## config.mk

```make
export PLATFORM = sky130hd
export DESIGN_NAME = bcd_mod_counter
export DESIGN_NICKNAME = d
export VERILOG_FILES = /design/src/rtl/bcd_mod_counter.sv
export SDC_FILE = /design/constraint.sdc
export NUM_CORES = 1
export LEC_CHECK = 0
export BUFFER_PORTS_ARGS = -buffer_cell sky130_fd_sc_hd__buf_2
export CORE_AREA = 2 2 49 51
export CTS_CLUSTER_DIAMETER = 30
export DETAILED_ROUTE_END_ITERATION = 12
export DIE_AREA = 0 0 51 53
export MAX_ROUTING_LAYER = met4
export PLACE_DENSITY = 0.73
export SYNTH_ARGS = -nofsm -noshare
export SYNTH_HDL_FRONTEND = slang
export SYNTH_SLANG_ARGS = --single-unit
export TNS_END_PERCENT = 1
```

## constraint.sdc

```tcl
create_clock -name CLK -period 2.1 [get_ports CLK]
set_input_delay 0.21 -clock CLK [delete_from_list [all_inputs] [get_ports CLK]]
set_output_delay 0.21 -clock CLK [all_outputs]
set_load 0.05 [all_outputs]
```

## src/rtl/bcd_mod_counter.sv

```systemverilog
// bcd_mod_counter
//   Two-digit BCD modulo counter for the clock/timer datapath. A single
//   parameterisation covers seconds/minutes (0-59), hours (0-23) and
//   12-hour displays (1-12). Stages cascade through EN (carry in) and
//   CA (carry out). Manual INC/DEC are provided for setting mode, plus a
//   range-checked synchronous parallel load with a one-cycle error pulse.
//
// Parameters
//   MODULO  : number of distinct states, 2..99
//   MIN_VAL : lowest count value, 0 or 1 (MAX_VAL = MIN_VAL+MODULO-1 <= 99)
//   QHW     : width of the tens digit
//
// Ports
//   CLK        in   clock, rising edge
//   RST        in   synchronous reset, active low
//   EN         in   cascade count-up enable (carry from lower stage)
//   INC        in   manual increment, never produces CA
//   DEC        in   manual decrement
//   LOAD       in   parallel load strobe
//   LDL [3:0]  in   load value, units digit
//   LDH [QHW]  in   load value, tens digit
//   QL  [3:0]  out  units digit (registered)
//   QH  [QHW]  out  tens digit (registered)
//   CA         out  carry to next stage (combinational)
//   ERR        out  load-error pulse (registered)

module bcd_mod_counter #(
  parameter int MODULO  = 60,
  parameter int MIN_VAL = 0,
  parameter int QHW     = 3
) (
  input  logic           CLK,
  input  logic           RST,
  input  logic           EN,
  input  logic           INC,
  input  logic           DEC,
  input  logic           LOAD,
  input  logic [3:0]     LDL,
  input  logic [QHW-1:0] LDH,
  output logic [3:0]     QL,
  output logic [QHW-1:0] QH,
  output logic           CA,
  output logic           ERR
);

  localparam int MAX_VAL = MIN_VAL + MODULO - 1;

  localparam logic [3:0]     MIN_L = 4'(MIN_VAL % 10);
  localparam logic [QHW-1:0] MIN_H = QHW'(MIN_VAL / 10);
  localparam logic [3:0]     MAX_L = 4'(MAX_VAL % 10);
  localparam logic [QHW-1:0] MAX_H = QHW'(MAX_VAL / 10);

  generate
    if (MODULO < 2 || MODULO > 99 || (MIN_VAL != 0 && MIN_VAL != 1) ||
        MAX_VAL > 99 || QHW < 1 || QHW > 8 || (MAX_VAL / 10) >= (1 << QHW)) begin : g_bad_params
      $error("bcd_mod_counter: illegal MODULO/MIN_VAL/QHW combination");
    end
  endgenerate

  logic [3:0]     ql_q, ql_d;
  logic [QHW-1:0] qh_q, qh_d;
  logic           err_q, err_d;

  logic        up;
  logic        at_max;
  logic        at_min;
  logic [31:0] ld_val;
  logic        ld_ok;

  // Digit-wise equality is equivalent to comparing the full two-digit value
  // because both digits are always held in BCD range.
  assign at_max = (qh_q == MAX_H) && (ql_q == MAX_L);
  assign at_min = (qh_q == MIN_H) && (ql_q == MIN_L);
  assign up     = EN | INC;

  assign ld_val = 32'(LDH) * 32'd10 + 32'(LDL);
  assign ld_ok  = (LDL <= 4'd9) && (ld_val >= 32'(MIN_VAL)) && (ld_val <= 32'(MAX_VAL));

  always_comb begin
    ql_d  = ql_q;
    qh_d  = qh_q;
    err_d = 1'b0;
    if (LOAD) begin
      if (ld_ok) begin
        ql_d = LDL;
        qh_d = LDH;
      end else begin
        err_d = 1'b1;
      end
    end else if (DEC && !up) begin
      if (at_min) begin
        ql_d = MAX_L;
        qh_d = MAX_H;
      end else if (ql_q == 4'd0) begin
        ql_d = 4'd9;
        qh_d = qh_q - QHW'(1);
      end else begin
        ql_d = ql_q - 4'd1;
      end
    end else if (up && !DEC) begin
      if (at_max) begin
        ql_d = MIN_L;
        qh_d = MIN_H;
      end else if (ql_q == 4'd9) begin
        ql_d = 4'd0;
        qh_d = qh_q + QHW'(1);
      end else begin
        ql_d = ql_q + 4'd1;
      end
    end
  end

  always_ff @(posedge CLK) begin
    if (!RST) begin
      ql_q  <= MIN_L;
      qh_q  <= MIN_H;
      err_q <= 1'b0;
    end else begin
      ql_q  <= ql_d;
      qh_q  <= qh_d;
      err_q <= err_d;
    end
  end

  // Carry is combinational so the next stage advances on the same edge as
  // this stage wraps. INC is deliberately excluded.
  assign CA  = at_max & EN & ~DEC & ~LOAD & RST;
  assign QL  = ql_q;
  assign QH  = qh_q;
  assign ERR = err_q;

endmodule
```

==> Yosys cells after proc, flatten, opt, wreduce, memory -nomap -nowiden <==
Cells that the tools add are included.
{ "totals": {"reg_bits": 8, "wordCells": 55} }
{ "op_classes": {"n_addsub": 5, "multipliers": 1, "magnitude_cmp": 3, "eq_ne": 4, "n_mux": 17, "n_bitwise": 7, "reduce_logical": 15} }
{ "op_table": {"columns": ["op", "n"], "rows": [
  ["2-to-1 mux 4 bit", 8],
  ["2-to-1 mux 3 bit", 8],
  ["adder 7 x 4 -> 8 bit", 1],
  [">= comparator 8 x 1 -> 1 bit, second input constant", 1],
  ["less-or-equal comparator 8 x 6 -> 1 bit, second input constant", 1],
  ["logical AND 1 bit", 6],
  ["multiplier 3 x 3 -> 6 bit, second input constant", 1],
  ["adder 4 x 1 -> 4 bit, second input constant", 1],
  ["AND 1 bit", 4],
  ["== test 4 bit, second input constant", 1],
  ["less-or-equal comparator 4 bit, second input constant", 1],
  ["zero test 4 bit", 1],
  ["!= test 4 x 3 -> 1 bit, second input constant", 1],
  ["AND reduction 2 bit", 2],
  ["AND reduction 4 bit", 1],
  ["nonzero test 4 bit", 1],
  ["subtractor 4 x 1 -> 4 bit, second input constant", 1],
  ["adder 3 x 1 -> 3 bit, second input constant", 1],
  ["== test 3 bit, second input constant", 1],
  ["zero test 3 bit", 1],
  ["nonzero test 3 bit", 1],
  ["subtractor 3 x 1 -> 3 bit, second input constant", 1],
  ["zero test 1 bit", 2],
  ["!= test 2 x 1 -> 1 bit, second input constant", 1],
  ["other kinds (3)", 4]
]} }

==> Depth between registers and ports, before layout <==
Gate-level depths: netlist (run 1).
{ "depth": {"depth_word": 7, "ltp_mapped": 9, "ltp_nobuf": 9} }

==> Least setup slack after synthesis (run 1) <==
OpenSTA, ideal clock, no wires.
{ "synth_path": {"path_type": "input -> register", "start": "in LDL[1]", "end": "reg qh_q[0], in the netlist QH[0]", "t_arrival_ns": 2.138, "t_required_ns": 1.999, "path_slack_ns": -0.139, "path_stages": 8, "path_cell_list": "ha_1 fa_1 xor2_1 a221oi_1 a2111oi_4 a21oi_2 or4_1 o41ai_1"} }
{ "synth_via": {"elab_chain_cells": 6} }
{ "synth_rtl": {"columns": ["element", "line", "rtl"], "rows": [
  ["from (decl)", "38", "input logic [3:0] LDL,"],
  ["adder 7 x 4 -> 8 bit", "76", "assign ld_val = 32'(LDH) * 32'd10 + 32'(LDL);"],
  [">= comparator 8 x 1 -> 1 bit", "77", "assign ld_ok = (LDL <= 4'd9) && (ld_val >= 32'(MIN_VAL)) && (ld_val <= 32'(MAX_VAL));"],
  ["logical AND 1 bit", "77", null],
  ["logical AND 1 bit (*)", "77", null],
  ["!= test 2 x 1 -> 1 bit (no line) (*)", null, null],
  ["AND reduction 4 bit (no line) (*)", null, null],
  ["to (signal assigned)", "120", "qh_q <= qh_d;"],
  ["to (decl)", "61", "logic [QHW-1:0] qh_q, qh_d;"]
]} }
Every way passes the cells marked *; elsewhere a longest branch is shown, timed or not.
A chain may end at the register's enable or synchronous reset.

==> Final worst setup path (run 1) <==
{ "layout_path": {"start": "in LDH[0]", "end": "reg qh_q[0], in the netlist QH[0]"} }
{ "layout_via": {"elab_chain_cells": 7} }
{ "layout_rtl": {"columns": ["element", "line", "rtl"], "rows": [
  ["from (decl)", "39", "input logic [QHW-1:0] LDH,"],
  ["multiplier 3 x 3 -> 6 bit", "76", null],
  ["adder 7 x 4 -> 8 bit", "76", null],
  [">= comparator 8 x 1 -> 1 bit", "77", null],
  ["logical AND 1 bit (2 in series)", "77", null],
  ["!= test 2 x 1 -> 1 bit (no line)", null, null],
  ["AND reduction 4 bit (no line)", null, null]
]} }
Parallel ways exist; a longest one is shown, timed or not. The select of a mux whose other input is x is not followed.

==> flow_metrics.env, run 1 <==
export IMPL_num_vias=1073
export IMPL_drive_above_1_share_pct=35.5
export IMPL_cts_htree_levels=1
export IMPL_diodes=0
export IMPL_finalCritPeriodShare_pct=98.2
export IMPL_fin_setup_tns_ns=0
export IMPL_grt_pass1_wl_um=4430
export IMPL_synth_avg_cell_area_um2=7.83
export IMPL_grt_pass1_vias=1031
export IMPL_design_core_area_um2=2150
export IMPL_grt_start_max_net_pins=20
export IMPL_maxCapViolCount=0
export IMPL_finalCriticalPeriod_ns=2.06
export IMPL_clkSinkCount=8
export IMPL_core_rowCount=17
export IMPL_antenna_left=0
export IMPL_p_seq_share_pct=28.2
export IMPL_power_switching_w=0.000289
export IMPL_synth_top_cell_by_area="dfxtp_1"
export IMPL_via_per_inst=5.86
export IMPL_clk_latency_ns=0.25
export IMPL_switching_share_pct=43.0
export IMPL_die_area_um2=2700
export IMPL_yosys_warnings=0
export IMPL_slew_viol_final=0
export IMPL_power_w=0.000673
export IMPL_netlist_area_um2=987
export IMPL_netlist_cell_type_count=43
export IMPL_worstSetupStartpointType="primary input"
export IMPL_slowest_stage="or4_4"
export IMPL_p_comb_share_pct=53.4
export IMPL_yosysSeqAreaShare_pct=16.2
export IMPL_internal_power_w=0.000383
export IMPL_min_path_type="in2reg"
export IMPL_portBuffers=21
export IMPL_finalHoldViolations=0
export IMPL_timing_fmax_ghz=0.485
export IMPL_synth_ff_type="dfxtp_1"
export IMPL_dp_worst_setup_slack_ns=-0.318
export IMPL_drc=0
export IMPL_worstSetupPathType="in2reg"
export IMPL_track_usage_pct=22.7
export IMPL_hold_buffers=0
export IMPL_setup_viol=0
export IMPL_clock_skew_ns=0.00397
export IMPL_rr_startpoint="QH[0]"
export IMPL_cp_max_fo=4
export IMPL_min_delay_path_depth=3
export IMPL_setup_ws_ns=0.0388
export IMPL_cts_tree="built"
export IMPL_first_pass_iters=4
export IMPL_dp_hpwl_um=2160
export IMPL_synth_edff_count=0
export IMPL_cp_startpoint="LDH[0]"
export IMPL_grt_ovfl_total=0
export IMPL_required_ns=2.26
export IMPL_synthTopCellsByCount="nand2_1, ha_1, dfxtp_1, inv_1, a21oi_1"
export IMPL_async_reset_ff_share_pct=0
export IMPL_worstSetupEndpointType="flop"
export IMPL_crit_chain="buf_8 -> ha_4 -> fa_2 -> xor2_2 -> a221oi_2 -> a2111oi_4 -> a21oi_2 -> or4_4 -> o41ai_2"
export IMPL_start_util_pct=46.0
export IMPL_drtIter0Drc=12
export IMPL_place_congestion=0.809
export IMPL_maxSlewHeadroom_pct=67.9
export IMPL_worstPathArrival_ns=2.22
export IMPL_seqCellArea_um2=160
export IMPL_cts_path_max_buffers=2
export IMPL_ioPinCount=22
export IMPL_power_clock_fraction_pct=18.4
export IMPL_status="completed"
export IMPL_reg2regPathDepth=7
export IMPL_synth_top_cell_area_share_pct=16.2
export IMPL_clkTransAtPathRegs_ns=0.06
export IMPL_cts_inserted_buffers=3
export IMPL_leakage_nw=0.565
export IMPL_clock_tree_root_cell="clkbuf_4"
export IMPL_area_growth_pct=31.2
export IMPL_final_net_count=181
export IMPL_grt_antenna_before_repair=0
export IMPL_synth_area_leaders="dfxtp_1, ha_1, nand2_1, mux2i_1, a21oi_1"
export IMPL_p_per_area_nw_per_um2=520
export IMPL_cp_endpoint="QH[0]"
export IMPL_slowest_delay_ns=0.51
export IMPL_die_x_um=51
export IMPL_wl_per_cell_um=14.8
export IMPL_syn_inst=126
export IMPL_n_fill_cell=204
export IMPL_multi_input_area_um2=816
export IMPL_worst_slew_pin_slew_ns=0.476
export IMPL_dieHeight_um=53
export IMPL_ir_drop_v=0.000312
export IMPL_r2r_end="QH[2]"
export IMPL_yosysMostFrequentCell="nand2_1"
export IMPL_synthesis_nets=150
export IMPL_grt_setup_unrepaired="yes"
export IMPL_ys_ff_latch=8
export IMPL_detail_route_wirelength_um=2710
export IMPL_r2r_slack_ns=0.44
-- kinds of logic (layout without fill, tap and decap cells) --
kind of cell             Yosys count  in the layout  share of synthesized area (%)
adder cells (fa/ha/maj)           11             11                           14.7
AO/OA/AOI/OAI                     35             35                           27.6
XOR/XNOR                           1              1                          0.887
buffers and inverters             16             45                           8.11
multiplexers                       4              4                           4.06
AND/OR/NAND/NOR                   51             51                           28.4
flip-flops                         8              8                           16.2
-- stage by stage --
stage	cell area (µm²)	std cells	hold slack [ns]	util (%)
2_1_floorplan	1030	126	0.410	-
3_3_place_gp	1220	179	0.478	56.8
3_5_place_dp	1220	179	0.488	56.8
4_1_cts	1250	182	0.317	58.2
5_1_grt	1290	183	0.325	60.3
6_report	1290	183	0.325	60.3
-- layout make-up --
class	instances	share of cell area, %
well taps	28	2.71
repair buffers	34	17.9
inverters	8	2.32
clock buffers	3	1.74
flip-flops and latches	8	12.4
multi-input cells	102	63.0
-- timing repair --
action / in CTS / in global routing
pin swaps: 0 / 7
gates resized for setup: 1 / 9
buffers inserted: 0 / 1
endpoints found under the hold margin: 0 / 0
endpoints found under the setup margin: 1 / 2
-- cell usage in the layout, fill, tap and decap left out, types with 2 or more instances in the layout --
| master | netlist | layout |
|---|---|---|
| nor2_2 | 2 | 2 |
| a21oi_1 | 7 | 6 |
| nor2b_1 | 3 | 3 |
| buf_4 | 0 | 12 |
| nor2_1 | 4 | 4 |
| and3_1 | 3 | 3 |
| o311ai_0 | 4 | 4 |
| a31oi_1 | 4 | 4 |
| nand3_1 | 6 | 6 |
| ha_1 | 10 | 7 |
| nor3_1 | 6 | 6 |
| inv_1 | 8 | 8 |
| nand2_1 | 13 | 13 |
| o21ai_0 | 5 | 5 |
| ha_4 | 0 | 3 |
| clkbuf_4 | 0 | 3 |
| a21oi_2 | 1 | 2 |
| mux2i_1 | 4 | 4 |
| nand2b_1 | 5 | 5 |
| o41ai_2 | 1 | 2 |
| dfxtp_1 | 8 | 8 |
| buf_2 | 0 | 19 |
-- worst max-delay path, delay by kind of cell --
| family | cells | cell delay [ns] |
|---|---|---|
| adders and majority gates | 2 | 0.53 |
| AOI/OAI and AO/OA | 4 | 0.65 |
| xor gates and xnor gates | 1 | 0.22 |
| buffers and inverters | 1 | 0.11 |
| and+or+nand+nor | 1 | 0.51 |
-- routing by layer --
| metal | vias to the layer above | wire [µm] | track usage [%] |
|---|---|---|---|
| met1 | 497 | 1090 | 25.8 |
| met4 | 0 | 91 | 13.1 |
| li1 | 523 | - | - |
| met5 | - | 0 | - |
| met2 | 43 | 1390 | 39.6 |
| met3 | 10 | 129 | 1.41 |
-- power by group through the flow --
stage / combinational (W) / clock (W) / sequential, W
after floorplan: 0.000196 / 0 / 0.000235
after global placement: 0.000328 / 0 / 0.000192
after detailed placement: 0.000341 / 0 / 0.000193
after CTS: 0.000347 / 0.000118 / 0.000190
after global routing: 0.000389 / 0.000129 / 0.000194
final: 0.000359 / 0.000124 / 0.000190
-- worst min path at each step --
stage	start	end	slack (ns)
after global placement	QH[1]	QH[1]	0.48
after CTS	RST	ERR	0.32
after global routing	RST	ERR	0.32
after floorplan	RST	QH[0]	0.41
after detailed placement	QH[1]	QH[1]	0.49
final	RST	ERR	0.33
-- registers in the layout (all words and copies together) (netlist names) --
name  cells
QH        3
ERR       1
QL        4
Note: power is estimated with default switching activity, not from simulation.
==> run 2, diff against run 1 <==
--- a/config.mk
+++ b/config.mk
@@ -5,13 +5,14 @@
 export SDC_FILE = /design/constraint.sdc
 export NUM_CORES = 1
 export LEC_CHECK = 0
+export ABC_AREA = 1
 export BUFFER_PORTS_ARGS = -buffer_cell sky130_fd_sc_hd__buf_2
-export CORE_AREA = 2 2 49 51
+export CORE_AREA = 2 2 48 50
 export CTS_CLUSTER_DIAMETER = 30
 export DETAILED_ROUTE_END_ITERATION = 12
-export DIE_AREA = 0 0 51 53
+export DIE_AREA = 0 0 50 52
 export MAX_ROUTING_LAYER = met4
-export PLACE_DENSITY = 0.73
+export PLACE_DENSITY = 0.74
 export SYNTH_ARGS = -nofsm -noshare
 export SYNTH_HDL_FRONTEND = slang
 export SYNTH_SLANG_ARGS = --single-unit
==> run 2 against run 1 <==
Net effect:
- sequential power rose by 3%
- setup slack improved by 0.30 ns
- cell count rose by 9.8%
- routed wire length fell by 21%
- via count fell by 4.2%
- combinational power fell by 10%
- cell area fell by 15%
- die area fell by 3.8%
- non-clock buffer count fell by 13
- clock-buffer cell count did not move
- synthesized area fell by 3.5%
- register-to-register slack improved by 0.11 ns
==> flow_metrics.env, run 2 <==
export IMPL_status="completed"
export IMPL_syn_inst=150
export IMPL_cts_tree="built"
export IMPL_drive_above_1_share_pct=24.3
export IMPL_synth_edff_count=0
export IMPL_setup_viol=0
export IMPL_worstSetupStartpointType="primary input"
export IMPL_ys_ff_latch=8
export IMPL_slowest_delay_ns=0.32
export IMPL_slew_viol_final=0
export IMPL_antenna_left=0
export IMPL_p_per_area_nw_per_um2=574
export IMPL_diodes=0
export IMPL_netlist_cell_type_count=28
export IMPL_worstPathArrival_ns=1.91
export IMPL_dp_worst_setup_slack_ns=0.0833
export IMPL_die_area_um2=2600
export IMPL_synth_top_cell_by_area="dfxtp_1"
export IMPL_dieHeight_um=52
export IMPL_num_vias=1028
export IMPL_place_congestion=0.905
export IMPL_power_switching_w=0.000293
export IMPL_grt_antenna_before_repair=0
export IMPL_worstSetupPathType="in2reg"
export IMPL_met1_usage_pct=22.0
export IMPL_p_comb_share_pct=50.7
export IMPL_power_w=0.000635
export IMPL_synth_ff_type="dfxtp_1"
export IMPL_hold_buffers=0
export IMPL_synthTopCellsByCount="nand2_1, nor2_1, inv_1, nand3_1, ha_1"
export IMPL_portBuffers=21
export IMPL_grt_pass1_vias=902
export IMPL_stdcell_area_um2=1110
export IMPL_worstHoldStart="RST"
export IMPL_ioPinCount=22
export IMPL_core_rowCount=17
export IMPL_yosysSeqAreaShare_pct=16.8
export IMPL_die_x_um=50
export IMPL_rr_startpoint="QH[1]"
export IMPL_cts_inserted_buffers=3
export IMPL_clkSinkCount=8
export IMPL_cp_startpoint="LDH[0]"
export IMPL_grt_setup_unrepaired="no"
export IMPL_dp_hpwl_um=1780
export IMPL_yosys_warnings=0
export IMPL_first_pass_iters=4
export IMPL_synth_area_leaders="dfxtp_1, nand2_1, ha_1, nor2_1, nand3_1"
export IMPL_synth_top_cell_area_share_pct=16.8
export IMPL_cp_max_fo=7
export IMPL_critical_path_top_delay_family="simple AND/OR/NAND/NOR gates"
export IMPL_p_seq_share_pct=30.9
export IMPL_synthesis_nets=174
export IMPL_grt_pass1_wl_um=3700
export IMPL_cts_path_max_buffers=2
export IMPL_worst_slew_pin_slew_ns=0.312
export IMPL_leakage_nw=0.620
export IMPL_slowest_stage="ha_1"
export IMPL_worstSetupEndpointType="flop"
export IMPL_clkTransAtPathRegs_ns=0.05
export IMPL_multi_input_area_um2=712
export IMPL_crit_buf_inv=2
export IMPL_finalHoldViolations=0
export IMPL_clk_latency_ns=0.25
export IMPL_fin_setup_tns_ns=0
export IMPL_detail_route_wirelength_um=2140
export IMPL_track_usage_pct=18.6
export IMPL_cts_resized=0
export IMPL_netlist_area_um2=952
export IMPL_crit_top_cell="nand2_1"
export IMPL_grtUsageMet2_pct=32.9
export IMPL_cts_setup_buffers=0
export IMPL_drc=0
export IMPL_power_clock_fraction_pct=18.4
export IMPL_largest_register_ffs=4
export IMPL_n_fill_cell=216
export IMPL_clock_skew_ns=0.00188
export IMPL_final_net_count=199
export IMPL_seqCellArea_um2=160
export IMPL_internal_power_w=0.000342
export IMPL_switching_share_pct=46.1
export IMPL_final_common_cell="nand2_1"
export IMPL_min_path_type="in2reg"
export IMPL_final_cell_mix="nand2_1, buf_2, nor2_1, inv_1, nand3_1"
export IMPL_finalCriticalPeriod_ns=1.76
export IMPL_wl_per_cell_um=10.6
export IMPL_via_per_inst=5.11
export IMPL_crit_chain="buf_2 -> ha_1 -> ha_1 -> nand2_1 -> nand2_1 -> nor2_1 -> nand3_1 -> nand2_1 -> nand2_1 -> nand2_1 -> nand2_4 -> nand2_2 -> inv_2 -> nor2_1 -> nor2_1"
export IMPL_placed_area_um2=1080
export IMPL_start_util_pct=45.2
export IMPL_maxSlewHeadroom_pct=79.2
export IMPL_grt_start_max_net_pins=12
export IMPL_use_met3_pct=1.44
export IMPL_clock_tree_root_cell="clkbuf_4"
export IMPL_maxCapViolCount=0
export IMPL_setup_ws_ns=0.340
export IMPL_grt_ovfl_total=0
export IMPL_async_reset_ff_share_pct=0
export IMPL_top_usage_layer="met2"
export IMPL_timing_fmax_ghz=0.568
export IMPL_area_growth_pct=16.2
export IMPL_cts_htree_levels=1
export IMPL_required_ns=2.25
export IMPL_finalCritPeriodShare_pct=83.8
export IMPL_drtIter0Drc=26
export IMPL_ir_drop_v=0.000299
export IMPL_yosysMostFrequentCell="nand2_1"
export IMPL_synth_avg_cell_area_um2=6.35
export IMPL_design_core_area_um2=2110
## run 2: cell types whose count changed after synthesis, sizes merged, moves of 5 or more
cell	change
clkbuf	-7
inv	+11
nand2	+31
nand2b	-5
nand3	+7
nor2	+18
nor3	-5
o21ai	+8
## run 2: per-layer routing
layer  up-vias  routed length, µm
li1        531                  -
met1       453                933
met2        40               1050
met3         4                127
met4         0                 30
met5         -                  0
## run 2: metrics by stage
step | hold WS (ns) | util, % | instances
CTS | 0.254 | 52.5 | 201
detailed placement | 0.519 | 51.5 | 198
global placement | 0.516 | 51.5 | 198
floorplan | 0.331 | - | 150
global route | 0.275 | 52.5 | 201
finish | 0.262 | 52.5 | 201
## run 2: cells by family (layout without fill, tap and decap cells)
logic type,count (synthesis),in the layout,share of synthesized area (%)
simple gates,86,86,41.8
compound gates,23,23,15.4
buf+inv,20,43,8.94
fa+ha+maj,11,11,15.2
flops,8,8,16.8
xor+xnor,2,2,1.84
## run 2: power groups by stage
stage                     clock network, W  logic [W]  registers [W]
final                             0.000117   0.000322       0.000196
after global placement                   0   0.000313       0.000199
after detailed placement                 0   0.000322       0.000200
after floorplan                          0   0.000191       0.000256
after global routing              0.000124   0.000363       0.000201
after CTS                         0.000118   0.000323       0.000197
## run 2: layout make-up
type / count / area share, %
multi-input combinational: 122 / 64.4
sequential: 8 / 14.5
timing repair buffer: 21 / 9.50
inverter: 19 / 6.45
tap: 28 / 3.17
clock buffer: 3 / 2.04
## run 2: final timing paths
path | endpoint | slack [ns] | cells past startpoint
setup / recovery | QL[0] | 0.34 | 15
hold / removal | QH[1] | 0.26 | 3
setup reg to reg | QH[0] | 0.55 | 10
hold reg to reg | QL[1] | 0.58 | 2
## run 2: worst register-to-register path, delay by kind of cell (launching register included)
family / cells / cell delay [ns]
adder cells (fa/ha/maj): 1 / 0.16
buffers and inverters: 1 / 0.12
AO/OA/AOI/OAI: 1 / 0.15
AND/OR/NAND/NOR: 7 / 0.70
flip-flops: 1 / 0.32
==> run 3, diff against run 2 <==
--- a/config.mk
+++ b/config.mk
@@ -5,14 +5,14 @@
 export SDC_FILE = /design/constraint.sdc
 export NUM_CORES = 1
 export LEC_CHECK = 0
-export ABC_AREA = 1
+export ABC_AREA = 0
 export BUFFER_PORTS_ARGS = -buffer_cell sky130_fd_sc_hd__buf_2
-export CORE_AREA = 2 2 48 50
+export CORE_AREA = 2 2 47 49
 export CTS_CLUSTER_DIAMETER = 30
 export DETAILED_ROUTE_END_ITERATION = 12
-export DIE_AREA = 0 0 50 52
+export DIE_AREA = 0 0 49 51
 export MAX_ROUTING_LAYER = met4
-export PLACE_DENSITY = 0.74
+export PLACE_DENSITY = 0.75
 export SYNTH_ARGS = -nofsm -noshare
 export SYNTH_HDL_FRONTEND = slang
 export SYNTH_SLANG_ARGS = --single-unit
==> constraint.sdc (replaced) <==
create_clock -name CLK -period 1.65 [get_ports CLK]
set_input_delay 0.165 -clock CLK [delete_from_list [all_inputs] [get_ports CLK]]
set_output_delay 0.165 -clock CLK [all_outputs]
set_load 0.05 [all_outputs]
==> run 3 against run 2 <==
Net effect:
- the flow now finishes with violations (setup timing)
- combinational power is 51% higher
- cell count decreased by 2.0%
- first-iteration DRC count grew 27%
- cell area grew 28%
- core utilization is 16 points higher
- sequential power grew 23%
- clock-buffer cell count is the same
- setup slack worse by 0.65 ns
- die area fell by 3.9%
- total power is 39% higher
- routed wire length grew 31%
- non-clock buffer count rose by 27
==> flow_metrics.env, run 3 (same netlist as run 1, synthesis figures left out) <==
export IMPL_detail_route_wirelength_um=2800
export IMPL_grt_ovfl_total=0
export IMPL_worstSetupEndpointType="flop"
export IMPL_final_net_count=195
export IMPL_track_usage_pct=23.8
export IMPL_maxSlewHeadroom_pct=70.0
export IMPL_final_cell_mix="buf_4, buf_2, nand2_1, inv_1"
export IMPL_design_core_area_um2=2060
export IMPL_required_ns=1.81
export IMPL_slowest_stage="fa_2"
export IMPL_slowest_delay_ns=0.41
export IMPL_num_vias=1140
export IMPL_cts_tree="built"
export IMPL_timing_fmax_ghz=0.511
export IMPL_via_per_inst=5.79
export IMPL_crit_chain="buf_8 -> ha_4 -> fa_2 -> buf_4 -> o41ai_4 -> nand3_2 -> a21oi_4 -> nor2_2 -> o41ai_1"
export IMPL_place_congestion=0.845
export IMPL_instances_no_fill=197
export IMPL_portBuffers=21
export IMPL_clkTransAtPathRegs_ns=0.06
export IMPL_cts_htree_levels=1
export IMPL_die_area_um2=2500
export IMPL_clock_tree_root_cell="clkbuf_4"
export IMPL_cts_inserted_buffers=3
export IMPL_cts_path_max_buffers=2
export IMPL_clk_latency_ns=0.26
export IMPL_p_per_area_nw_per_um2=625
export IMPL_seqCellArea_um2=161
export IMPL_ir_drop_v=0.000401
export IMPL_setup_ws_ns=-0.306
export IMPL_drtIter0Drc=33
export IMPL_largest_register_ffs=4
export IMPL_min_path_type="in2reg"
export IMPL_worst_slew_pin_slew_ns=0.444
export IMPL_drc=0
export IMPL_finalCritPeriodShare_pct=119
export IMPL_dieHeight_um=51
export IMPL_ioPinCount=22
export IMPL_finalCriticalPeriod_ns=1.96
export IMPL_wl_per_cell_um=14.2
export IMPL_multi_input_area_um2=840
export IMPL_clkSinkCount=8
export IMPL_final_util_pct=68.6
export IMPL_cp_max_fo=4
export IMPL_first_pass_iters=4
export IMPL_area_growth_pct=43.3
export IMPL_clock_skew_ns=0.000982
export IMPL_hold_buffers=0
export IMPL_slew_viol_final=0
export IMPL_grt_pass1_vias=1114
export IMPL_core_rowCount=17
export IMPL_setup_viol=8
export IMPL_dp_hpwl_um=2110
export IMPL_final_common_cell="buf_4"
export IMPL_start_util_pct=47.8
export IMPL_worstPathArrival_ns=2.12
export IMPL_grt_pass1_wl_um=4570
export IMPL_die_x_um=49
export IMPL_leakage_nw=0.634
export IMPL_worstSetupStartpointType="primary input"
export IMPL_dp_cells=191
export IMPL_drive_above_1_share_pct=42.0
export IMPL_grt_antenna_before_repair=0
export IMPL_n_fill_cell=184
export IMPL_timing_hold_ws_ns=0.270
export IMPL_diodes=0
export IMPL_finalHoldViolations=0
export IMPL_power_w=0.000884
export IMPL_status="complete, but fails checks"
export IMPL_grt_setup_unrepaired="yes"
export IMPL_grt_start_max_net_pins=20
export IMPL_maxCapViolCount=0
export IMPL_antenna_left=0
export IMPL_dp_worst_setup_slack_ns=-0.622
export IMPL_violations="setup timing"
export IMPL_worstSetupPathType="in2reg"
-- run 3: changes by cell type in the layout (fill, tap and decap cells not counted), moves of 5 or more --
cell / delta
nand2b_1: +5
nor2_1: -15
nand3_1: -7
nand2_1: -27
buf_4: +27
inv_1: -8
nor3_1: +6
-- run 3: timing repair --
item / 4_1_cts / 5_1_grt
setup buffers: 3 / 0
endpoints found under the setup margin: 8 / 9
gates resized for setup: 8 / 4
gates cloned: 0 / 0
pin swaps: 10 / 7
-- run 3: routing by layer --
layer  global-route usage, %  part of all wire (%)  routed length, µm  up-vias
met5                       -                     0                  0        -
met4                    12.4                   2.9                 82        0
met3                    1.17                   4.1                114       11
met2                    44.7                    54               1510       42
met1                    25.4                    39               1090      533
li1                        -                     -                  -      554
-- run 3: worst paths after layout --
| path | depth (start not counted) | slack (ns) | start | end |
|---|---|---|---|---|
| setup / recovery | 9 | -0.31 | LDH[0] | QL[0] |
| hold / removal | 3 | 0.27 | LDL[0] | QL[0] |
| setup reg to reg | 7 | 0 | QH[0] | QH[1] |
| hold reg to reg | 2 | 0.49 | QH[1] | QH[1] |
-- run 3: area by class of cell --
class                      instances  share of cell area [%]
timing repair buffer              48                    23.1
sequential                         8                    11.4
clock buffer                       3                    1.59
inverter                           8                    2.12
multi-input combinational        102                    59.3
tap                               28                    2.48
-- run 3: power breakdown --
group | internal, W | leakage (nW) | switching [W] | total, W
clock network | 0.0000836 | 0.0138 | 0.0000719 | 0.000156
logic | 0.000208 | 0.554 | 0.000279 | 0.000487
registers | 0.000214 | 0.0662 | 0.0000277 | 0.000241
-- run 3: critical path, delay by kind of cell --
| family | cells | cell delay, ns |
|---|---|---|
| compound gates | 3 | 0.85 |
| fa+ha+maj | 2 | 0.57 |
| buf+inv | 2 | 0.27 |
| simple gates | 2 | 0.25 |
-- run 3: stage by stage --
stage	setup TNS, ns	instance area, µm²
6_report	-1.83	1420
3_3_place_gp	-3.55	1320
5_1_grt	-2.81	1420
3_5_place_dp	-3.96	1320
2_1_floorplan	-1.81	1040
4_1_cts	-1.58	1400
